[config.mk]
export PLATFORM = sky130hd
export DESIGN_NAME = mem_lsu
export DESIGN_NICKNAME = d
export VERILOG_FILES = /design/src/rtl/mem_lsu_pkg.sv /design/src/rtl/mem_lsu_align.sv /design/src/rtl/mem_lsu.sv
export SDC_FILE = /design/constraint.sdc
export NUM_CORES = 1
export LEC_CHECK = 0
export BUFFER_PORTS_ARGS = -buffer_cell sky130_fd_sc_hd__buf_2
export CORE_MARGIN = 2
export CORE_UTILIZATION = 47
export CTS_BUF_LIST = sky130_fd_sc_hd__clkbuf_8
export DETAILED_ROUTE_END_ITERATION = 10
export GPL_TIMING_DRIVEN = 0
export HOLD_SLACK_MARGIN = 0.08
export MAX_ROUTING_LAYER = met4
export PLACE_DENSITY_LB_ADDON = 0.08
export SKIP_LAST_GASP = 1
export SLEW_MARGIN = 10
export SYNTH_ARGS = -nofsm -noshare
export SYNTH_HDL_FRONTEND = slang
export SYNTH_SLANG_ARGS = --single-unit
[constraint.sdc]
create_clock -name i_clk -period 3 [get_ports i_clk]
set_input_delay 0.75 -clock i_clk [delete_from_list [all_inputs] [get_ports i_clk]]
set_output_delay 0.75 -clock i_clk [all_outputs]
set_load 0.02 [all_outputs]
[src/rtl/mem_lsu_pkg.sv]
// Shared definitions for the load/store unit: access-size encoding, FSM states
// and the lane/alignment helpers used by the top and the align datapath.
package mem_lsu_pkg;

  localparam logic [1:0] SZ_BYTE = 2'b00;
  localparam logic [1:0] SZ_HALF = 2'b01;
  localparam logic [1:0] SZ_WORD = 2'b10;

  typedef enum logic [1:0] {
    IDLE = 2'b00,
    RD   = 2'b01,
    RMW  = 2'b10
  } state_t;

  // Size 2'b11 has bit 1 set and therefore decodes as a word access.
  function automatic logic is_word(input logic [1:0] size);
    return size[1];
  endfunction

  // Lane actually used: low address bits beyond the access size are dropped.
  function automatic logic [1:0] lane_of(input logic [1:0] addr_lo, input logic [1:0] size);
    logic [1:0] lane;
    lane = 2'b00;
    if (size == SZ_BYTE)      lane = addr_lo;
    else if (size == SZ_HALF) lane = {addr_lo[1], 1'b0};
    return lane;
  endfunction

  function automatic logic misaligned(input logic [1:0] addr_lo, input logic [1:0] size);
    logic bad;
    bad = 1'b0;
    if (size == SZ_HALF)  bad = addr_lo[0];
    else if (is_word(size)) bad = (addr_lo != 2'b00);
    return bad;
  endfunction

endpackage

[src/rtl/mem_lsu_align.sv]
// Combinational lane datapath: extracts and extends load data from a RAM word,
// and merges byte/half store data into a RAM word for read-modify-write.
module mem_lsu_align
  import mem_lsu_pkg::*;
(
  input  logic [31:0] ram_data,
  input  logic [1:0]  lane,
  input  logic [1:0]  size,
  input  logic        zero_ext,
  input  logic [31:0] wdata,
  output logic [31:0] load_data,
  output logic [31:0] merge_data
);

  logic [31:0] shifted;
  logic [31:0] wrep;
  logic [3:0]  byte_en;

  assign shifted = ram_data >> {lane, 3'b000};

  always_comb begin
    load_data = ram_data;
    wrep      = wdata;
    byte_en   = 4'b1111;
    if (size == SZ_BYTE) begin
      load_data = {{24{~zero_ext & shifted[7]}}, shifted[7:0]};
      wrep      = {4{wdata[7:0]}};
      byte_en   = 4'b0001 << lane;
    end else if (size == SZ_HALF) begin
      load_data = {{16{~zero_ext & shifted[15]}}, shifted[15:0]};
      wrep      = {2{wdata[15:0]}};
      byte_en   = 4'b0011 << lane;
    end
  end

  // Replicated store data means each enabled lane already sees its own bytes.
  for (genvar gi = 0; gi < 4; gi++) begin : g_merge
    assign merge_data[gi*8 +: 8] = byte_en[gi] ? wrep[gi*8 +: 8] : ram_data[gi*8 +: 8];
  end

endmodule

[src/rtl/mem_lsu.sv]
// Load/store unit in front of a write-first, 1-cycle-read RAM port. Define
// MEM_LSU_MISALIGN_CHECK_EN to reject misaligned half/word accesses with o_rsp_err.
module mem_lsu
  import mem_lsu_pkg::*;
#(
  parameter  int DEPTH = 2**16,
  localparam int AW    = $clog2(DEPTH)
) (
  input  logic          i_clk,
  input  logic          i_rst_n,
  input  logic          i_req_valid,
  output logic          o_req_ready,
  input  logic          i_req_we,
  input  logic [1:0]    i_req_size,
  input  logic          i_req_unsigned,
  input  logic [31:0]   i_req_addr,
  input  logic [31:0]   i_req_wdata,
  output logic          o_rsp_valid,
  output logic [31:0]   o_rsp_rdata,
  output logic          o_rsp_err,
  output logic [AW-1:0] o_ram_addr,
  output logic [31:0]   o_ram_data,
  output logic          o_ram_we,
  input  logic [31:0]   i_ram_data
);

  state_t        state_reg;
  logic [AW-1:0] addr_reg;
  logic [1:0]    lane_reg;
  logic [1:0]    size_reg;
  logic          zext_reg;
  logic [31:0]   wdata_reg;
  logic          rsp_valid_reg;
  logic [31:0]   rsp_rdata_reg;
  logic          rsp_err_reg;

  logic          accept;
  logic          bad_align;
  logic          word_store_go;
  logic [31:0]   load_data;
  logic [31:0]   merge_data;
  logic          unused_addr_bits;

  assign unused_addr_bits = ^i_req_addr[31:AW+2];

  assign accept = i_req_valid && (state_reg == IDLE);

`ifdef MEM_LSU_MISALIGN_CHECK_EN
  assign bad_align = misaligned(i_req_addr[1:0], i_req_size);
`else
  assign bad_align = 1'b0;
`endif

  assign word_store_go = accept && i_req_we && is_word(i_req_size) && !bad_align;

  // Gated by reset so an accept-time store cannot leak through while held in reset.
  assign o_ram_we    = i_rst_n && (word_store_go || (state_reg == RMW));
  assign o_ram_data  = (state_reg == RMW) ? merge_data : i_req_wdata;
  assign o_ram_addr  = (state_reg == IDLE) ? i_req_addr[AW+1:2] : addr_reg;
  assign o_req_ready = (state_reg == IDLE);
  assign o_rsp_valid = rsp_valid_reg;
  assign o_rsp_rdata = rsp_rdata_reg;
  assign o_rsp_err   = rsp_err_reg;

  mem_lsu_align u_align (
    .ram_data   (i_ram_data),
    .lane       (lane_reg),
    .size       (size_reg),
    .zero_ext   (zext_reg),
    .wdata      (wdata_reg),
    .load_data  (load_data),
    .merge_data (merge_data)
  );

  always_ff @(posedge i_clk or negedge i_rst_n) begin
    if (!i_rst_n) begin
      state_reg     <= IDLE;
      addr_reg      <= '0;
      lane_reg      <= '0;
      size_reg      <= '0;
      zext_reg      <= 1'b0;
      wdata_reg     <= '0;
      rsp_valid_reg <= 1'b0;
      rsp_rdata_reg <= '0;
      rsp_err_reg   <= 1'b0;
    end else begin
      rsp_valid_reg <= 1'b0;
      rsp_err_reg   <= 1'b0;
      case (state_reg)
        IDLE: begin
          if (accept) begin
            addr_reg  <= i_req_addr[AW+1:2];
            lane_reg  <= lane_of(i_req_addr[1:0], i_req_size);
            size_reg  <= i_req_size;
            zext_reg  <= i_req_unsigned;
            wdata_reg <= i_req_wdata;
            if (bad_align) begin
              rsp_valid_reg <= 1'b1;
              rsp_err_reg   <= 1'b1;
              rsp_rdata_reg <= '0;
            end else if (!i_req_we) begin
              state_reg <= RD;
            end else if (is_word(i_req_size)) begin
              rsp_valid_reg <= 1'b1;
              rsp_rdata_reg <= '0;
            end else begin
              state_reg <= RMW;
            end
          end
        end
        RD: begin
          rsp_valid_reg <= 1'b1;
          rsp_rdata_reg <= load_data;
          state_reg     <= IDLE;
        end
        RMW: begin
          rsp_valid_reg <= 1'b1;
          rsp_rdata_reg <= '0;
          state_reg     <= IDLE;
        end
        default: state_reg <= IDLE;
      endcase
    end
  end

endmodule

After elaboration in Yosys (flattened, before gate mapping)
Index checks and enable logic that the tools add are counted.
{"block": "word_totals", "ff_bits": 88, "input_bits": 103}
{"block": "op_classes", "n_reduce_logical": 13, "n_bitwise": 3, "shifts": 3, "eq_ne": 8, "mux": 26}
{"cell": "32-bit two-way mux", "count": 8}
{"cell": "32-bit one-hot mux with 3 select lines", "count": 1}
{"cell": "8-bit two-way mux", "count": 4}
{"cell": "32-bit by 5-bit >> shifter with 16-bit output", "count": 1}
{"cell": "16-bit two-way mux", "count": 1}
{"cell": "2-bit two-way mux", "count": 6}
{"cell": "4-bit two-way mux", "count": 2}
{"cell": "2-bit by 1-bit equality test with 1-bit output, second input constant", "count": 3}
{"cell": "2-bit zero test", "count": 3}
{"cell": "2-bit by 1-bit != test with 1-bit output, second input constant", "count": 3}
{"cell": "1-bit logical AND", "count": 4}
{"cell": "2-bit AND reduction", "count": 2}
{"cell": "4-bit AND reduction", "count": 1}
{"cell": "1-bit by 2-bit left shift with 4-bit output, first input constant", "count": 1}
{"cell": "2-bit by 2-bit left shift with 4-bit output, first input constant", "count": 1}
{"cell": "1-bit two-way mux", "count": 3}
{"cell": "3-bit != test, second input constant", "count": 1}
{"cell": "3-bit nonzero test", "count": 1}
{"cell": "1-bit AND", "count": 2}
{"cell": "2-bit equality test, second input constant", "count": 1}
{"cell": "1-bit one-hot mux with 2 select lines", "count": 1}
{"cell": "2-bit OR reduction", "count": 1}
{"cell": "1-bit logical OR", "count": 1}
{"cell": "1-bit inverter", "count": 1}

Longest topological paths before layout
{"block": "logic_depth", "word_depth": 6, "depth_mapped": 8, "mapped_depth_nobuf": 6}

Hierarchy
A second synthesis with hierarchy kept.
{"block": "unflattened", "cells_unflattened": 563, "hier_area_um2": 6157.2}
{"module": "mem_lsu", "seq_area_each_um2": 2202.1, "cells_each": 327, "area_each_um2": 4220.3, "n_inst": 1}
{"module": "mem_lsu_align", "seq_area_each_um2": 0.0, "cells_each": 236, "area_each_um2": 1936.9, "n_inst": 1}

Worst setup path after synthesis
No wires, ideal clock.
{"block": "synth_timing", "path_type": "reg2out", "startpoint": "register lane_reg[1]", "endpoint": "output port o_ram_data[16]", "required_ps": 2250, "arrival_time_ps": 2464, "path_buffers": 2, "path_stages_with_launch": 8, "slack_ps": -214, "cell_sequence": "dfrtp_1 clkbuf_1 clkbuf_1 inv_1 ha_1 a211oi_2 mux2_2 mux2_2"}
{"block": "synth_between", "elab_chain_cells": 5}
{"item": "start, declared", "line": "mem_lsu.sv:29", "source": "logic [1:0] lane_reg;"}
{"item": "start signal, assigned", "line": "mem_lsu.sv:93", "source": "lane_reg <= lane_of(i_req_addr[1:0], i_req_size);"}
{"item": "2-bit by 2-bit left shift with 4-bit output", "line": "mem_lsu_align.sv:32", "source": "byte_en = 4'b0011 << lane;"}
{"item": "4-bit two-way mux", "line": "mem_lsu_align.sv:29", "source": "end else if (size == SZ_HALF) begin"}
{"item": "4-bit two-way mux (*)", "line": "mem_lsu_align.sv:25", "source": "if (size == SZ_BYTE) begin"}
{"item": "8-bit two-way mux (*)", "line": "mem_lsu_align.sv:38", "source": "assign merge_data[gi*8 +: 8] = byte_en[gi] ? wrep[gi*8 +: 8] : ram_data[gi*8 +: 8];"}
{"item": "32-bit two-way mux (*)", "line": "mem_lsu.sv:58", "source": "assign o_ram_data = (state_reg == RMW) ? merge_data : i_req_wdata;"}
{"item": "end, declared", "line": "mem_lsu.sv:22", "source": "output logic [31:0] o_ram_data,"}
Every way passes the cells marked *; elsewhere a longest branch is shown, timed or not.

Worst setup path in the final report
{"block": "layout_timing", "startpoint": "register lane_reg[1]", "endpoint": "output port o_ram_data[17]"}
Same word-level chain as after synthesis.

==> results.toml <==
[run_status]
status = "finished, violations left"
failed_checks = "negative setup slack"

[global_routing]
grt_pass1_wl_um = 24400
grt_max_degree = 48
grt_pass1_vias = 4526
grt_antenna_before_repair = 0
grt.overflow.total = 0
grtUsageTotal_pct = 27.7

[critical_path]
r2r.worst_path.cells = 7
crit_chain = "clkbuf_8, clkbuf_16, clkinv_8, ha_4, a211oi_4, buf_12, mux2_4, mux2_4, buf_6"
critical_path_class = "flip-flop to output port"
endpoint_kind = "output port"
crit_buf_inv = 5
crit_fanout = 8
cp_common_cell = "mux2_4"
slowest_delay_ns = 0.42
arrival_ns = 2.51
cpLargestDelayFamily = "buffers and inverters"
worstReg2RegStart = "state_reg[0]$_DFFE_PN0P_"
r2r-end = "o_rsp_rdata[20]$_DFFE_PN0P_"
r2r_setup_slack_ns = 0.91
start_kind = "flip-flop"
slowest_stage = "dfrtp_1"
required_ns = 2.25

[logic_synthesis]
async_flop_share_pct = 100
yosysWarnings = 0
ys_ff_latch = 88
netlist-cell-type-count = 42
synth.top_cells.by_area = "dfrtp_1 42%, mux2_2 26%, a221o_1 4.4%, mux2i_1 3.4%, nand2_1 2.7%"
synth_area_mm2 = 0.00529
syn_area_per_cell_um2 = 11.1
ys_seq_area_share_pct = 41.7
synth_edf_count = 0
synthCells = 477
yosysTopAreaCell = "dfrtp_1"
syn-num-nets = 588
synth_top_area_share_pct = 41.7
synthFlopType = "dfrtp_1"

[pwr]
power.share.clock_pct = 12.7
power_density_mw_per_mm2 = 926
netSwitchingPower_mw = 2.65
cellInternalPower_mw = 3.84
p_sw_share_pct = 40.8
power_leakage_nw = 3.31
p_seq_share_pct = 29.8
ir_drop_v = 0.000408
power_frac_comb_pct = 57.5

[layout]
post-route-util_pct = 64.3
fillers = 898
drive_above_1_share_pct = 52.8
syn_to_final_growth_pct = 32.6
nets = 779

[min_path]
hold_path.class = "input pin to async pin"

[floorplanning]
start_util_pct = 48.5
io_pins = 187
rows = 38
fp.dieW_um = 110
core_mm2 = 0.0109
die_area_mm2 = 0.0121
fp.dieH_um = 110

[flow_run]
drv_cap = 0

[detailed_routing]
drt_iter0_markers = 267
drc = 0
vias_per_cell = 5.80
detail-route-antenna-nets = 0
finalWirelength_um = 16000
firstDrtPassIters = 5
post_drt_wl_per_cell_um = 19.6
vias = 4713

[cts]
cts_sinks = 88
cts-root-buf = "clkbuf_8"
clk_pin_slew_ns = 0.09
htreeDepth = 3
cts_hold_buf = 0
insertion_delay_ns = 0.37
cts_tree = "done"
cts_made_buffers = 9
clockBufferDepth = 2

[placed_design]
buffer_ports.inserted = 171
dp_hpwl_um = 12100
gp_congestion = 0.884

[timing]
period_needed_ns = 3.26
setup_violations = 16
fin_crit_sh_pct = 109
rsz0062_at_grt = "true"
worstMarginPinSlew_ns = 0.851
setup_slack_ns = -0.257
relSlewSlack_pct = 43.3
hold_viol = 0
fmax_mhz = 307
fin_setup_tns_ns = -3.41
clock-skew-final_ns = 0.00860
slew_violations = 0
worst max-delay path by stage:
stage                             from              to  slack, ns  depth (start not counted)
2_1_floorplan  lane_reg[1]$_DFFE_PN0P_  o_ram_data[16]       0.09                          7
3_3_place_gp                   i_rst_n        o_ram_we      -0.46                          3
3_5_place_dp   lane_reg[1]$_DFFE_PN0P_  o_ram_data[14]      -0.47                          9
4_1_cts        lane_reg[1]$_DFFE_PN0P_  o_ram_data[18]      -0.22                          9
5_1_grt        lane_reg[1]$_DFFE_PN0P_  o_ram_data[17]      -0.30                          9
6_report       lane_reg[1]$_DFFE_PN0P_  o_ram_data[17]      -0.26                          9
Yosys cell counts (3+ instances only):
library cell / instances
clkbuf_1: 23
a221o_1: 23
a21oi_1: 11
o31ai_1: 8
ha_1: 8
dfrtp_1: 88
a31oi_1: 8
buf_1: 4
nor2_1: 26
o211ai_1: 8
inv_1: 7
o21ai_0: 14
mux2i_1: 18
buf_2: 8
o22ai_1: 7
mux2_2: 121
nand2_1: 38
nand2b_1: 3
buf_6: 3
a22o_1: 7
a221oi_1: 7
nor2b_1: 12
layout by cell type (no fill, tap or decap), types with 13 or more instances in the layout:
cell / instances
mux2_4: 32
clkbuf_1: 13
buf_2: 159
dfrtp_1: 88
a221o_1: 23
mux2_2: 89
buf_6: 22
nor2_1: 25
o21ai_0: 14
nand2_1: 37
mux2i_1: 18
per-stage QoR:
stage                     hold slack [ns]  area [um^2]  instances  setup WS, ns  power, mW
after floorplan                     0.445         5300        477        0.0922       4.19
after global placement              0.462         6330        788        -0.457       5.06
after global routing                0.406         7000        812        -0.303       6.86
after CTS                           0.388         6960        812        -0.222       6.44
final                               0.357         7010        813        -0.257       6.49
after detailed placement            0.466         6360        789        -0.471       5.16
final cells by class:
class	count	area [um^2]	share of cell area [%]
buffer	37	240	3.43
antenna	1	2.50	0.0357
clock buffer	10	138	1.96
sequential	88	2200	31.4
inverter	7	38.8	0.554
timing repair buffer	182	1090	15.6
tap	140	175	2.50
clock inverter	5	50.0	0.714
multi-input combinational	343	3070	43.8
per-layer routing:
layer  wire [um]  vias up  GRT usage (%)
met5           0        -              -
met4         255        0           8.32
met3        1130       22           4.12
met2        7270      217           41.7
met1        7310     2322           38.8
li1            -     2152              -
power groups by stage:
stage	Sequential [mW]	Clock (mW)	Combinational (mW)
global route	1.99	0.886	3.99
detailed placement	1.95	0	3.20
finish	1.93	0.825	3.73
floorplan	2.06	0	2.12
CTS	1.92	0.838	3.68
global placement	1.93	0	3.14
repair_timing:
item	in CTS	in global routing
hold endpoints to repair	0	0
cloned	0	0
pin swaps	4	3
endpoints found under the setup margin	40	40
setup buffers	10	0
resized for setup	94	16
kinds of logic (layout without fill, tap and decap cells):
group / Yosys count / count (layout) / synth area share [%]
muxes: 140 / 140 / 29.6
AOI/OAI and AO/OA: 105 / 105 / 15.1
and+or+nand+nor: 89 / 89 / 7.69
DFF: 88 / 88 / 41.7
buffers and inverters: 46 / 241 / 3.95
adders and majority gates: 8 / 8 / 1.89
other: 1 / 2 / 0.0710
Note: power is estimated with default switching activity, not from simulation.
